--- src/rtl/sample_scheduler.sv ---
// Per-sample timebase and two-phase (operator, then channel) sequencer with overrun detection.
// Optional macro SAMPLE_SCHEDULER_OVERRUN_CNT_EN builds the saturating overrun counter.
module sample_scheduler #(
    parameter int CLK_DIV           = 256,
    parameter int OVERRUN_CNT_WIDTH = 8
) (
    input  logic                         clk,
    input  logic                         reset,
    input  logic                         enable,
    output logic                         sample_clk_en,
    output logic                         ops_start,
    input  logic                         ops_done,
    output logic                         chan_start,
    input  logic                         chan_done,
    output logic                         busy,
    output logic                         overrun,
    input  logic                         overrun_clr,
    output logic [OVERRUN_CNT_WIDTH-1:0] overrun_cnt
);

    localparam int DIV_W = (CLK_DIV > 1) ? $clog2(CLK_DIV) : 1;
    localparam logic [DIV_W-1:0] DIV_LAST = DIV_W'(CLK_DIV - 1);
    localparam logic [DIV_W-1:0] DIV_ONE  = DIV_W'(1);

    typedef enum logic [1:0] {
        IDLE      = 2'b00,
        OPS_WAIT  = 2'b01,
        CHAN_WAIT = 2'b10
    } state_t;

    state_t           state_q;
    logic [DIV_W-1:0] div_q;
    logic [DIV_W-1:0] div_d;
    logic             sce_q;
    logic             sce_d;
    logic             ops_start_q;
    logic             chan_start_q;
    logic             busy_q;
    logic             overrun_q;
    logic             ovr_set;

    // Divider next state: hold at zero while disabled, pulse on the wrap.
    always_comb begin
        div_d = div_q;
        sce_d = 1'b0;
        if (!enable) begin
            div_d = {DIV_W{1'b0}};
        end else if (div_q == DIV_LAST) begin
            div_d = {DIV_W{1'b0}};
            sce_d = 1'b1;
        end else begin
            div_d = div_q + DIV_ONE;
        end
    end

    // Divider and sample enable registers.
    always_ff @(posedge clk or posedge reset) begin
        if (reset) begin
            div_q <= {DIV_W{1'b0}};
            sce_q <= 1'b0;
        end else begin
            div_q <= div_d;
            sce_q <= sce_d;
        end
    end

    // A new sample arriving while a sequence is still in flight is an overrun.
    assign ovr_set = sce_q && (state_q != IDLE);

    // Sequencer FSM; a sample enable always restarts and discards any coincident done pulse.
    always_ff @(posedge clk or posedge reset) begin
        if (reset) begin
            state_q      <= IDLE;
            ops_start_q  <= 1'b0;
            chan_start_q <= 1'b0;
            busy_q       <= 1'b0;
            overrun_q    <= 1'b0;
        end else begin
            ops_start_q  <= 1'b0;
            chan_start_q <= 1'b0;
            if (sce_q) begin
                state_q     <= OPS_WAIT;
                ops_start_q <= 1'b1;
                busy_q      <= 1'b1;
            end else begin
                case (state_q)
                    IDLE: begin
                        busy_q <= 1'b0;
                    end
                    OPS_WAIT: begin
                        if (ops_done) begin
                            state_q      <= CHAN_WAIT;
                            chan_start_q <= 1'b1;
                        end
                    end
                    CHAN_WAIT: begin
                        if (chan_done) begin
                            state_q <= IDLE;
                            busy_q  <= 1'b0;
                        end
                    end
                    default: begin
                        state_q <= IDLE;
                        busy_q  <= 1'b0;
                    end
                endcase
            end
            if (ovr_set) begin
                overrun_q <= 1'b1;
            end else if (overrun_clr) begin
                overrun_q <= 1'b0;
            end
        end
    end

`ifdef SAMPLE_SCHEDULER_OVERRUN_CNT_EN
    localparam logic [OVERRUN_CNT_WIDTH-1:0] CNT_ONE = OVERRUN_CNT_WIDTH'(1);
    localparam logic [OVERRUN_CNT_WIDTH-1:0] CNT_MAX = {OVERRUN_CNT_WIDTH{1'b1}};

    logic [OVERRUN_CNT_WIDTH-1:0] cnt_q;

    // Saturating overrun counter; a coincident clear still counts the new overrun.
    always_ff @(posedge clk or posedge reset) begin
        if (reset) begin
            cnt_q <= {OVERRUN_CNT_WIDTH{1'b0}};
        end else if (ovr_set) begin
            if (overrun_clr) begin
                cnt_q <= CNT_ONE;
            end else if (cnt_q != CNT_MAX) begin
                cnt_q <= cnt_q + CNT_ONE;
            end else begin
                cnt_q <= cnt_q;
            end
        end else if (overrun_clr) begin
            cnt_q <= {OVERRUN_CNT_WIDTH{1'b0}};
        end else begin
            cnt_q <= cnt_q;
        end
    end

    assign overrun_cnt = cnt_q;
`else
    assign overrun_cnt = {OVERRUN_CNT_WIDTH{1'b0}};
`endif

    assign sample_clk_en = sce_q;
    assign ops_start     = ops_start_q;
    assign chan_start    = chan_start_q;
    assign busy          = busy_q;
    assign overrun       = overrun_q;

endmodule

--- config.mk ---
export PLATFORM = sky130hd
export DESIGN_NAME = sample_scheduler
export DESIGN_NICKNAME = d
export VERILOG_FILES = /design/src/rtl/sample_scheduler.sv
export SDC_FILE = /design/constraint.sdc
export NUM_CORES = 1
export LEC_CHECK = 0
export ABC_AREA = 1
export BUFFER_PORTS_ARGS = -buffer_cell sky130_fd_sc_hd__buf_2
export CAP_MARGIN = 20
export CORE_MARGIN = 2
export CORE_UTILIZATION = 40
export DETAILED_ROUTE_END_ITERATION = 10
export PLACE_DENSITY_LB_ADDON = 0.3
export SLEW_MARGIN = 10
export SYNTH_ARGS = -nofsm -noshare
export SYNTH_HDL_FRONTEND = slang
export SYNTH_SLANG_ARGS = --single-unit
--- constraint.sdc ---
create_clock -name clk -period 3.2 [get_ports clk]
set_input_delay 0.48 -clock clk [delete_from_list [all_inputs] [get_ports clk]]
set_output_delay 0.48 -clock clk [all_outputs]
set_load 0.02 [all_outputs]
# Yosys cells after proc, flatten, opt, wreduce, memory -nomap -nowiden
# Index checks and enable logic that the tools add are counted.
[op_classes] add_sub_neg=1 eq_ne=7 n_mux=17 n_reduce_logical=6
[op_table] cell="two-way mux 8 bit" n=2
[op_table] cell="two-way mux 1 bit" n=10
[op_table] cell="adder 8 x 1 -> 8 bit, second input constant" n=1
[op_table] cell="equality test 8 bit, second input constant" n=1
[op_table] cell="two-way mux 2 bit" n=3
[op_table] cell="!= test 3 bit, second input constant" n=2
[op_table] cell="case mux 2 bit (3 select lines)" n=1
[op_table] cell="!= test 2 bit, second input constant" n=2
[op_table] cell="nonzero test 2 bit" n=2
[op_table] cell="AND reduction 3 bit" n=1
[op_table] cell="equality test 2 x 1 -> 1 bit, second input constant" n=1
[op_table] cell="equality test 2 bit, second input constant" n=1
[op_table] cell="zero test 2 bit" n=1
[op_table] cell="case mux 1 bit (2 select lines)" n=1
[op_table] cell="AND reduction 2 bit" n=1
[op_table] cell="logical AND 1 bit" n=1
[totals] register_bits=15 inputBits=6 out_inout_bits=13 wordCells=38

# Logic depth before layout (Yosys ltp)
[logic_depth] depth_word=3 ltp_mapped=6 mapped_depth_nobuf=6

# Least setup slack after synthesis
# OpenSTA, ideal clock, no wires.
[synth_path] kind="register to register" start="register div_q[0]" end="register div_q[5]" setup_ns=0.117 t_arrival_ns=0.959 required_time_ns=3.083 path_slack_ns=2.123 stages_incl_launch_ff=7 n_path_buf=0 period_less_slack_ns=1.077 path_cell_list="dfrtp_1 -> ha_1 -> nand2_2 -> nor2_4 -> nand3_2 -> nand2_2 -> nor2_1"
[synth_between] elab_chain_len=3 elab_cells_between_ends=4 cone_classes="add/sub (1); eq/ne (1); mux (2)"
[synth_lines] element="from (decl)" line="32" source="logic [DIV_W-1:0] div_q;"
[synth_lines] element="from (signal assigned)" line="59" source="div_q <= {DIV_W{1'b0}};"
[synth_lines] element="from (signal assigned)" line="62" source="div_q <= div_d;"
[synth_lines] element="adder 8 x 1 -> 8 bit / equality test 8 bit (equally long branches)" line="52, 48"
[synth_lines] element="two-way mux 8 bit (*)" line="48" source="end else if (div_q == DIV_LAST) begin"
[synth_lines] element="two-way mux 8 bit (*)" line="46" source="if (!enable) begin"
[synth_lines] element="net div_d[5]" line="33" source="logic [DIV_W-1:0] div_d;"
# Mark *: on every way through the listed nets, which the timed path passes. The rest lies on a longest branch.
# A chain may end at the register's enable or synchronous reset.

# Worst setup path in the final report
[layout_path] start="register sce_q, in the netlist sample_clk_en" end="output port sample_clk_en"
[layout_rtl] element="from (decl)" line="34" source="logic sce_q;"
[layout_rtl] element="from (signal assigned)" line="60" source="sce_q <= 1'b0;"
[layout_rtl] element="from (signal assigned)" line="63" source="sce_q <= sce_d;"
[layout_rtl] element="to (decl)" line="10" source="output logic sample_clk_en,"
# No word-level cell between the ends.

==> out/results.tsv <==
metric	value	unit
row count	15	
antenna violations before repair	0	
via count	504	
Resized cells post-CTS	0	
Top-Level Pins	19	
post-DP HPWL	863	µm
crit start category	flop	
# clock sinks	15	
starting density of the core	41.9	%
max capacitance violation total	0	
data arrival time of the worst path	0.87	ns
status	finished clean	
Syn Area/Cell	8.73	µm²
Max FO, Critical Path	5	
post-synth cell types	17	
Slowest cell on crit path	dfrtp_1	
Worst-Margin Slew	0.558	ns
# diodes	0	
predominant post-synthesis flop cell	dfrtp_1	
cell with the most instances after synthesis	dfrtp_1	
Pleak	0.000421	µW
Buf/Inv on CP	1	
Slew HR	62.8	%
first-pass GRT wire length	1880	µm
CP max stage delay	0.42	ns
Final Wtd Congestion	0.849	
critical path, cell by cell	buf_2	
hold_buf cts	0	
Clk Tree Root Cell	clkbuf_4	
largest net degree at the start of global routing	16	
CP required	2.72	ns
Setup-failing EPs final	0	
die area	2140	µm²
number of port buffers	10	
total CTS buffers	3	
H-tree levels	1	
DIE HEIGHT	46.3	µm
ANT nets after route	0	
Post-synth EDFFs	0	
Synth top area share	52.4	%
DRT Wirelength	1070	µm
Post-CTS Setup Bufs	0	
core area	1710	µm²
Tmin final	1.35	ns
P&R area growth vs syn	10.3	%
die width	46.3	µm
main area contributors after synthesis	dfrtp_1, buf_4, nand2_1	
CTS tree	done	
asr flop ratio synth	100	%
vias in the first global route	479	
Hold Path Class	primary input to async pin	
gr usage total	13.2	%
Synth area leader	dfrtp_1	
most instantiated cells after synthesis	dfrtp_1, nand2_1, nor2_1, inv_1, buf_4	
share of cells above drive strength 1	21.1	%
DRT iter0 DRCs	7	
#FFs+latches synth	15	
post-route setup slack	1.85	ns
first-pass detailed-route iteration total	4	
Sum Neg Setup Slack	0	ns
pre-CTS setup slack	2.00	ns
fmax	739	MHz
DR WL/cell	8.95	µm
DRC Markers	0	
Max IR drop VDD	216	µV
Post-Syn Area	716	µm²
CTS clk-pin slew, worst paths	0.09	ns
gr ovfl total	0	
Final Cycle Share	42.3	%
Final Hold Viols	0	
Max Slew Vio Count	0	
# fillers	190	
Crit path max-delay family	flip-flops	
drt via density	4.20	
critical path type	flop to output pin	
Mapped Cells	82	
Seq/Total Area, Yosys	52.4	%
RSZ-0062 raised after global routing	no	
clk_skew	0.00622	ns
count of nets after finishing	103	
Longest Clk Path Bufs	2	
CP Capture Type	output pin	
Yosys warning count	0	
pwr dens	412	nW/µm²
Worst-Skew Late Latency	0.28	ns
per-layer routing:
layer  up-vias  GRT usage [%]  wire (µm)  share of wire, %
met5         -              0          0                 0
met4         0           10.3         40               3.7
met3         5           2.35         47               4.4
met2        17           22.5        509                47
met1       224           14.0        476                44
li1        258              -          -                 -
layout make-up:
| cell class | instances | area [µm²] | area share (%) |
|---|---|---|---|
| Tap cell | 25 | 31.3 | 3.96 |
| Multi-Input combinational cell | 55 | 265 | 33.6 |
| Inverter | 11 | 41.3 | 5.23 |
| Clock buffer | 4 | 26.3 | 3.33 |
| Sequential cell | 15 | 375 | 47.5 |
| Timing Repair Buffer | 10 | 50.0 | 6.34 |
path summary, 6_finish.rpt:
path,from,end,slack (ns),cells after the start
setup / recovery,sample_clk_en,sample_clk_en,1.85,1
hold / removal,reset,sample_clk_en,0.23,2
setup reg to reg,div_q[0],div_q[0],2.03,6
hold reg to reg,sample_clk_en,ops_start,0.45,0
max in group asynchronous,reset,div_q[1],2.60,2
min in group clk,overrun_clr,overrun,0.38,2
metrics by stage:
stage	total power (µW)	hold slack [ns]	cells	area, µm²	util, %
2_1_floorplan	223	0.381	89	742	-
3_3_place_gp	222	0.433	116	763	44.7
3_5_place_dp	222	0.430	116	763	44.7
4_1_cts	331	0.250	120	790	46.2
5_1_grt	344	0.296	120	790	46.2
6_report	325	0.229	120	790	46.2
logic make-up after synthesis:
group                      share of synthesized area [%]
AOI/OAI and AO/OA                                   5.24
xor gates and xnor gates                            1.22
adders and majority gates                           1.75
buffers and inverters                               14.2
DFF                                                 52.4
other                                              0.524
and+or+nand+nor                                     24.7
sequential cells by signal (all words and copies together) (netlist names):
| register | count |
|---|---|
| div_q | 8 |
| state_q | 2 |
| busy | 1 |
| chan_start | 1 |
| ops_start | 1 |
| overrun | 1 |
| sample_clk_en | 1 |
cell usage in the layout, fill, tap and decap left out, drive strengths merged:
master,synthesis,final
a21oi,1,1
buf,8,10
clkbuf,0,4
conb,1,8
dfrtp,15,15
ha,1,1
inv,11,11
nand2,17,17
nand3,4,4
nor2,16,16
nor3b,1,1
o21ai,5,5
o21bai,1,1
xor2,1,1
where the power goes:
group	internal, µW	total (µW)	switching, µW
logic	5.20	22.9	17.7
clock network	48.4	107	58.6
registers	192	195	2.68
No activity file was read; power rests on OpenSTA's default activity.
